--- src/rtl/rf_write_arbiter.sv ---
// Register-file write-port arbiter: in-order writeback vs. a FIFO-buffered auxiliary writer,
// with a starvation guard that stalls writeback and a pending-write hazard check for decode.
module rf_write_arbiter #(
  parameter int DATA_W     = 32,
  parameter int ADDR_W     = 5,
  parameter int FIFO_DEPTH = 2,
  parameter int MAX_WAIT   = 4
) (
  input  logic              clock,
  input  logic              reset_n,
  input  logic              wb_we,
  input  logic [ADDR_W-1:0] wb_addr,
  input  logic [DATA_W-1:0] wb_data,
  input  logic              aux_valid,
  output logic              aux_ready,
  input  logic [ADDR_W-1:0] aux_addr,
  input  logic [DATA_W-1:0] aux_data,
  output logic              stall_wb,
  output logic              rf_we,
  output logic [ADDR_W-1:0] rf_addr,
  output logic [DATA_W-1:0] rf_data,
  output logic              pending,
  input  logic [ADDR_W-1:0] chk_addr,
  output logic              chk_hit
);
  localparam int PTR_W  = (FIFO_DEPTH > 1) ? $clog2(FIFO_DEPTH) : 1;
  localparam int CNT_W  = PTR_W + 1;
  localparam int WAIT_W = $clog2(MAX_WAIT + 1);

  logic [FIFO_DEPTH-1:0][ADDR_W-1:0] fifo_addr_q;
  logic [FIFO_DEPTH-1:0][DATA_W-1:0] fifo_data_q;
  logic [PTR_W-1:0]  wr_ptr_q, rd_ptr_q;
  logic [CNT_W-1:0]  cnt_q, cnt_d;
  logic [WAIT_W-1:0] wait_q, wait_d;
  logic              rf_we_q, rf_we_d;
  logic [ADDR_W-1:0] rf_addr_q, rf_addr_d;
  logic [DATA_W-1:0] rf_data_q, rf_data_d;

  logic full, starve, push, pop, grant_wb;
  logic [ADDR_W-1:0] head_addr;
  logic [DATA_W-1:0] head_data;
  logic [FIFO_DEPTH-1:0] hit_vec;

  assign full      = (cnt_q == CNT_W'(FIFO_DEPTH));
  assign pending   = (cnt_q != '0);
  assign starve    = pending && (wait_q == WAIT_W'(MAX_WAIT));
  assign aux_ready = !full;
  assign stall_wb  = starve;
  assign push      = aux_valid && !full;
  assign pop       = starve || (!wb_we && pending);
  assign grant_wb  = wb_we && !starve;
  assign head_addr = fifo_addr_q[rd_ptr_q];
  assign head_data = fifo_data_q[rd_ptr_q];

  assign cnt_d = cnt_q + CNT_W'(push) - CNT_W'(pop);

  always_comb begin
    wait_d = wait_q;
    if (!pending || pop)                  wait_d = '0;
    else if (wait_q != WAIT_W'(MAX_WAIT)) wait_d = wait_q + WAIT_W'(1);
  end

  // Address-0 writes are consumed (granted/popped) but never reach the register file.
  always_comb begin
    rf_we_d   = 1'b0;
    rf_addr_d = rf_addr_q;
    rf_data_d = rf_data_q;
    if (pop) begin
      if (head_addr != '0) begin
        rf_we_d   = 1'b1;
        rf_addr_d = head_addr;
        rf_data_d = head_data;
      end
    end else if (grant_wb) begin
      if (wb_addr != '0) begin
        rf_we_d   = 1'b1;
        rf_addr_d = wb_addr;
        rf_data_d = wb_data;
      end
    end
  end

  always_ff @(posedge clock or negedge reset_n) begin
    if (!reset_n) begin
      wr_ptr_q  <= '0;
      rd_ptr_q  <= '0;
      cnt_q     <= '0;
      wait_q    <= '0;
      rf_we_q   <= 1'b0;
      rf_addr_q <= '0;
      rf_data_q <= '0;
    end else begin
      if (push) wr_ptr_q <= wr_ptr_q + PTR_W'(1);
      if (pop)  rd_ptr_q <= rd_ptr_q + PTR_W'(1);
      cnt_q     <= cnt_d;
      wait_q    <= wait_d;
      rf_we_q   <= rf_we_d;
      rf_addr_q <= rf_addr_d;
      rf_data_q <= rf_data_d;
    end
  end

  // Storage is qualified by occupancy, so it needs no reset.
  always_ff @(posedge clock) begin
    if (push) begin
      fifo_addr_q[wr_ptr_q] <= aux_addr;
      fifo_data_q[wr_ptr_q] <= aux_data;
    end
  end

  for (genvar i = 0; i < FIFO_DEPTH; i++) begin : g_hit
    logic [PTR_W-1:0] ofs;
    assign ofs        = PTR_W'(i) - rd_ptr_q;
    assign hit_vec[i] = ({1'b0, ofs} < cnt_q) && (fifo_addr_q[i] == chk_addr);
  end

  assign chk_hit = (chk_addr != '0) &&
                   ((|hit_vec) || (rf_we_q && (rf_addr_q == chk_addr)));

  assign rf_we   = rf_we_q;
  assign rf_addr = rf_addr_q;
  assign rf_data = rf_data_q;
endmodule

--- config.mk ---
export PLATFORM = sky130hd
export DESIGN_NAME = rf_write_arbiter
export DESIGN_NICKNAME = d
export VERILOG_FILES = /design/src/rtl/rf_write_arbiter.sv
export SDC_FILE = /design/constraint.sdc
export NUM_CORES = 1
export LEC_CHECK = 0
export CAP_MARGIN = 20
export CORE_MARGIN = 2
export CORE_UTILIZATION = 26
export CTS_CLUSTER_SIZE = 30
export DETAILED_ROUTE_END_ITERATION = 6
export PLACE_DENSITY_LB_ADDON = 0.25
export SYNTH_ARGS = -nofsm -noshare
export SYNTH_HDL_FRONTEND = slang
export SYNTH_SLANG_ARGS = --single-unit
--- constraint.sdc ---
create_clock -name clock -period 8.04 [get_ports clock]
set_input_delay 0.804 -clock clock [delete_from_list [all_inputs] [get_ports clock]]
set_output_delay 0.804 -clock clock [all_outputs]
set_load 0.02 [all_outputs]
== Word-level counts from Yosys, hierarchy flattened ==
Cells that the tools add are included.
Cells by class
  add/subtract/negate cells: 7
  $lt $le $gt $ge: 5
  eq/ne operators: 7
  multiplexer cells: 24
  reduce and logical (&&, ||, !) cells: 25
Operators by type and width (number)
  $mux 32: 7
  $bwmux 64: 1
  $mux 5: 7
  $demux 32 s1: 1
  $eq 5x5->1: 3
  $reduce_bool 5->1: 3
  $bwmux 10: 1
  $logic_and 1x1->1: 9
  $reduce_bool 2->1: 4
  $mux 3: 2
  $demux 5 s1: 1
  $logic_not 1->1: 4
  $lt 1x2->1: 2
  $lt 1x2->1 const B: 2
  $mux 1: 4
  $add 3x1->3 const B: 1
  $eq 3x3->1 const B: 1
  $logic_or 1x1->1: 3
  $ne 3x3->1 const B: 1
  $reduce_and 3->1: 1
  $add 1x1->1 const B: 2
  $add 2x1->2: 1
  $eq 2x2->1 const B: 1
  $ne 2x1->1 const B: 1
  other kinds (4): 5
Word-level totals
  flip-flop bits (word level): 119
  output and inout port bits: 42

== Longest topological paths before layout ==
  depth after elaboration: 6
  mapped depth: 11
  mapped depth without buffers: 9

== Worst setup path before layout ==
OpenSTA, ideal clock, no wires.
  path kind: input to register
  start: input port aux_valid
  end: register fifo_addr_q[0] (netlist name) (enable)
  library setup time: 0.431 ns
  arrival: 2.467 ns
  data required time: 7.609 ns
  setup slack: 5.141 ns
  cell stages on the path: 2
  path through: nand2_1 -> nor2_1
On the way
  cells in the longest elaborated chain, start to end: 1
Ends and longest elaborated chain
  from (decl): RTL line 14  | input logic aux_valid,
  $logic_and 1x1->1: RTL line 49  | assign push = aux_valid && !full;
  to (signal, indexed assignment): RTL line 106  | fifo_addr_q[wr_ptr_q] <= aux_addr;
  to (decl): RTL line 30  | logic [FIFO_DEPTH-1:0][ADDR_W-1:0] fifo_addr_q;
Every way passes these cells.
A chain may end at the register's enable or synchronous reset.

== Final worst setup path ==
  start: register rd_ptr_q
  end: output port chk_hit
On the way
  cells in the longest elaborated chain, start to end: 6
  elaborated cells between the ends (all ways): 9
Ends and longest elaborated chain
  from (decl): RTL line 32  | logic [PTR_W-1:0] wr_ptr_q, rd_ptr_q;
  from (signal assigned): RTL line 94  | if (pop) rd_ptr_q <= rd_ptr_q + PTR_W'(1);
  $sub 1x1->1: RTL line 113  | assign ofs = PTR_W'(i) - rd_ptr_q;
  $lt 1x2->1: RTL line 114  | assign hit_vec[i] = ({1'b0, ofs} < cnt_q) && (fifo_addr_q[i] == chk_addr);
  $logic_and 1x1->1: RTL line 114
  $reduce_or 2->1 (*): RTL line 118  | ((|hit_vec) || (rf_we_q && (rf_addr_q == chk_addr)));
  $logic_or 1x1->1 (*): RTL line 118
  $logic_and 1x1->1 (*): RTL line 117  | assign chk_hit = (chk_addr != '0) &&
  to (decl): RTL line 24  | output logic chk_hit
Mark *: on every way between the ends. The rest lies on a longest branch, timed or not.

==> reports/metrics.yaml <==
run_status: "finished clean"
grt_util_all_layers: 0.1163
async_flop_share: 0.3782
ctsResizeCount: 0
wl_per_cell_um: 16.22
postSynthCellCount: 304
cts_tree: "done"
via_count_of_the_first_global_routing_pass: 3366
netlist_area_sq_mm: 0.005196
cpLargestDelayFamily: "flip-flops"
area_growth_pct: 41.30
pwr-share-comb: 0.343
seq_area_sq_mm: 0.003349
maxCapViolCount: 0
p_leak_uw: 0.002703
r2r-start: "rd_ptr_q"
worst_slew_pin_tran_ps: 1007
slew-limit-headroom: 0.3285
clock_latency_ps: 400
grt.overflow.total: 0
clk_transition_reported_paths_ps: 50
diodes: 0
worstPathBufferInverterCount: 1
cts_root_buffer: "clkbuf_16"
finalCriticalPeriod_ps: 3821
grt_first_pass_wirelength_um: 18850
multiInputGateArea_sq_mm: 0.001775
worstSetupEndpointType: "primary output"
drt_wl_total_um: 11600
fmaxAchievable_ghz: 0.2617
ys.flop_type: "edfxtp_1"
cts_num_sinks: 119
critical_path.cell_chain: "a21oi_1 > or4_1 > o22ai_1 > o22a_1 > clkdlybuf4s50_1"
cts_buffers: 17
setup_viol: 0
die_w_um: 145.4
number_of_enable_type_register_cells_in_the_synthesized_netlist: 74
yosys-top-cells-area: "edfxtp_1 43%, dfrtp_1 22%, mux2_2 20%"
p_clk_frac: 0.284
final_worst_clock_skew_ps: 9.718
holdPathStages: 1
dr_total_vias: 2976
mappedNetlistNets: 391
gp_routability_congestion: 0.8256
critical-path-max-stage-delay_ps: 1030
powerDensity_mw_per_mm2: 368.3
largest_buffer_count_on_any_clock_path: 2
crit_type: "flip-flop to primary output"
fin_util: 0.3760
p_sw_uw: 800.8
final_nets: 525
internal_power_uw: 1903
boundaryPins: 125
start_kind: "flip-flop"
worst_ep_arrival_time_ps: 3020
post_synth.cell_area_avg_sq_um: 17.09
first_pass_iters: 4
setup_repair_after_global_routing_missed_its_margin: "false"
max-vdd-ir-drop_mv: 0.1467
crit_required_ps: 7240
min-delay-path-class: "flip-flop to flip-flop"
hold_violations: 0
postCtsSetupBuffers: 0
core_region_area_sq_mm: 0.01953
dp_wirelength_um: 7518
timing.critical_path.fanout_max: 44
dieArea_sq_mm: 0.02113
route.detailed.vias_per_inst: 4.162
grt_max_degree: 46
p_sw_frac: 0.2962
synth_common_cells: "92 x mux2_2, 74 x edfxtp_1, 45 x dfrtp_1, 19 x mux2_4, 12 x xnor2_1"
critical_path.startpoint: "rd_ptr_q"
detail_route.drc_violations: 0
ys.warnings.count: 0
io_buffers: 124
min_from: "wait_q[0]"
antenna_violations_before_repair: 0
n_fill_cell: 1875
ys_seq_elements: 119
ctsHoldBuffers: 0
final_min_period_over_clock_period: 0.4753
drt.antenna.violating_nets: 0
number_of_placement_rows: 51
iter_0_drt_violations: 86
dieHeight_um: 145.4
register_area_share_after_synthesis: 0.6444
synth_top_area_frac: 0.4276
synth.most_common_cell: "mux2_2"
slew_viol_final: 0
cts.htree.levels: 4
synthDominantAreaCellType: "edfxtp_1"
floorplan.initialDensity: 0.2661
worstRegToRegCells: 5
cp_slowest_cell: "dfrtp_2"
synth_cell_type_count: 34
setup-tns-final_ps: 0
power.sequential.fraction: 0.373
cp_num_cells: 5
final_layout_size_suffix_gt1_frac: 0.3378
[state kept, by name, indices dropped and copies added (netlist names)]
name	count
fifo_data_q	64
rf_data	32
fifo_addr_q	10
rf_addr	5
wait_q	3
cnt_q	2
rd_ptr_q	1
rf_we	1
wr_ptr_q	1
[metrics by stage]
stage / hold WS (ps) / area [sq um] / total power (uW) / cells / setup slack [ps]
global placement: 444.2 / 6741 / 1945 / 684 / 4357
finish: 471.3 / 7342 / 2704 / 715 / 4219
floorplan: 431.4 / 5196 / 1579 / 304 / 5141
detailed placement: 468.9 / 6741 / 1968 / 684 / 4297
global route: 488.9 / 7342 / 2865 / 715 / 4003
CTS: 476.6 / 7342 / 2758 / 715 / 4123
[kinds of logic (layout without fill, tap and decap cells)]
kind of cell	after synthesis	count (layout)	share of synthesized area
mux	111	111	0.2543
buf+inv	18	164	0.02071
fa+ha+maj	4	4	0.009632
xor+xnor	20	20	0.03371
compound gates	8	8	0.01108
flops	119	119	0.6444
simple gates	24	24	0.02624
[layout by cell type, fill, tap and decap left out, types with 2 or more instances in the layout]
master           Yosys  routed
clkbuf_16            0      17
o22ai_1              2       2
nor2_1               5       4
xor2_1               8       8
clkbuf_8             0       3
mux2_4              19      19
buf_4                1       4
or4_1                2       2
ha_1                 4       4
dfrtp_1             45      44
edfxtp_1            74      74
clkinvlp_4           0       3
nor2_2               2       2
mux2_2              92      92
nand2_1              4       4
clkinv_2             0       2
bufinv_16            0       3
clkdlybuf4s50_1      0     123
clkbuf_1             3       3
inv_1                5       5
xnor2_1             12      12
nor4_1               2       2
[cell type report]
cell class | instances | area share
inverters | 5 | 0.002556
flip-flops and latches | 119 | 0.4562
multi-input cells | 167 | 0.2418
clock inverters | 8 | 0.01670
clock buffers | 23 | 0.06510
repair buffers | 128 | 0.1725
well taps | 265 | 0.04516
[per-layer routing]
layer | track usage | vias up | wire [um]
li1 | - | 1407 | -
met1 | 0.1372 | 1477 | 4956
met2 | 0.1988 | 79 | 5909
met3 | 0.04107 | 13 | 584
met4 | 0.03725 | 0 | 149
met5 | 0 | - | 0
[worst paths after layout]
path / to / slack (ps)
worst min-delay path: wait_q[0] / 470
max in group asynchronous: rd_ptr_q / 7020
worst min register to register: wait_q[0] / 470
worst max-delay path: chk_hit / 4220
min in group asynchronous: rf_data[31] / 520
worst max register to register: rf_data[19] / 5290
[power groups by stage]
stage | clock [uW] | combinational (uW) | sequential, uW
6_report | 768 | 927 | 1010
5_1_grt | 821 | 1000 | 1040
4_1_cts | 794 | 948 | 1020
3_5_place_dp | 0 | 944 | 1020
3_3_place_gp | 0 | 928 | 1020
2_1_floorplan | 0 | 500 | 1080
No activity file was read; power rests on OpenSTA's default activity.
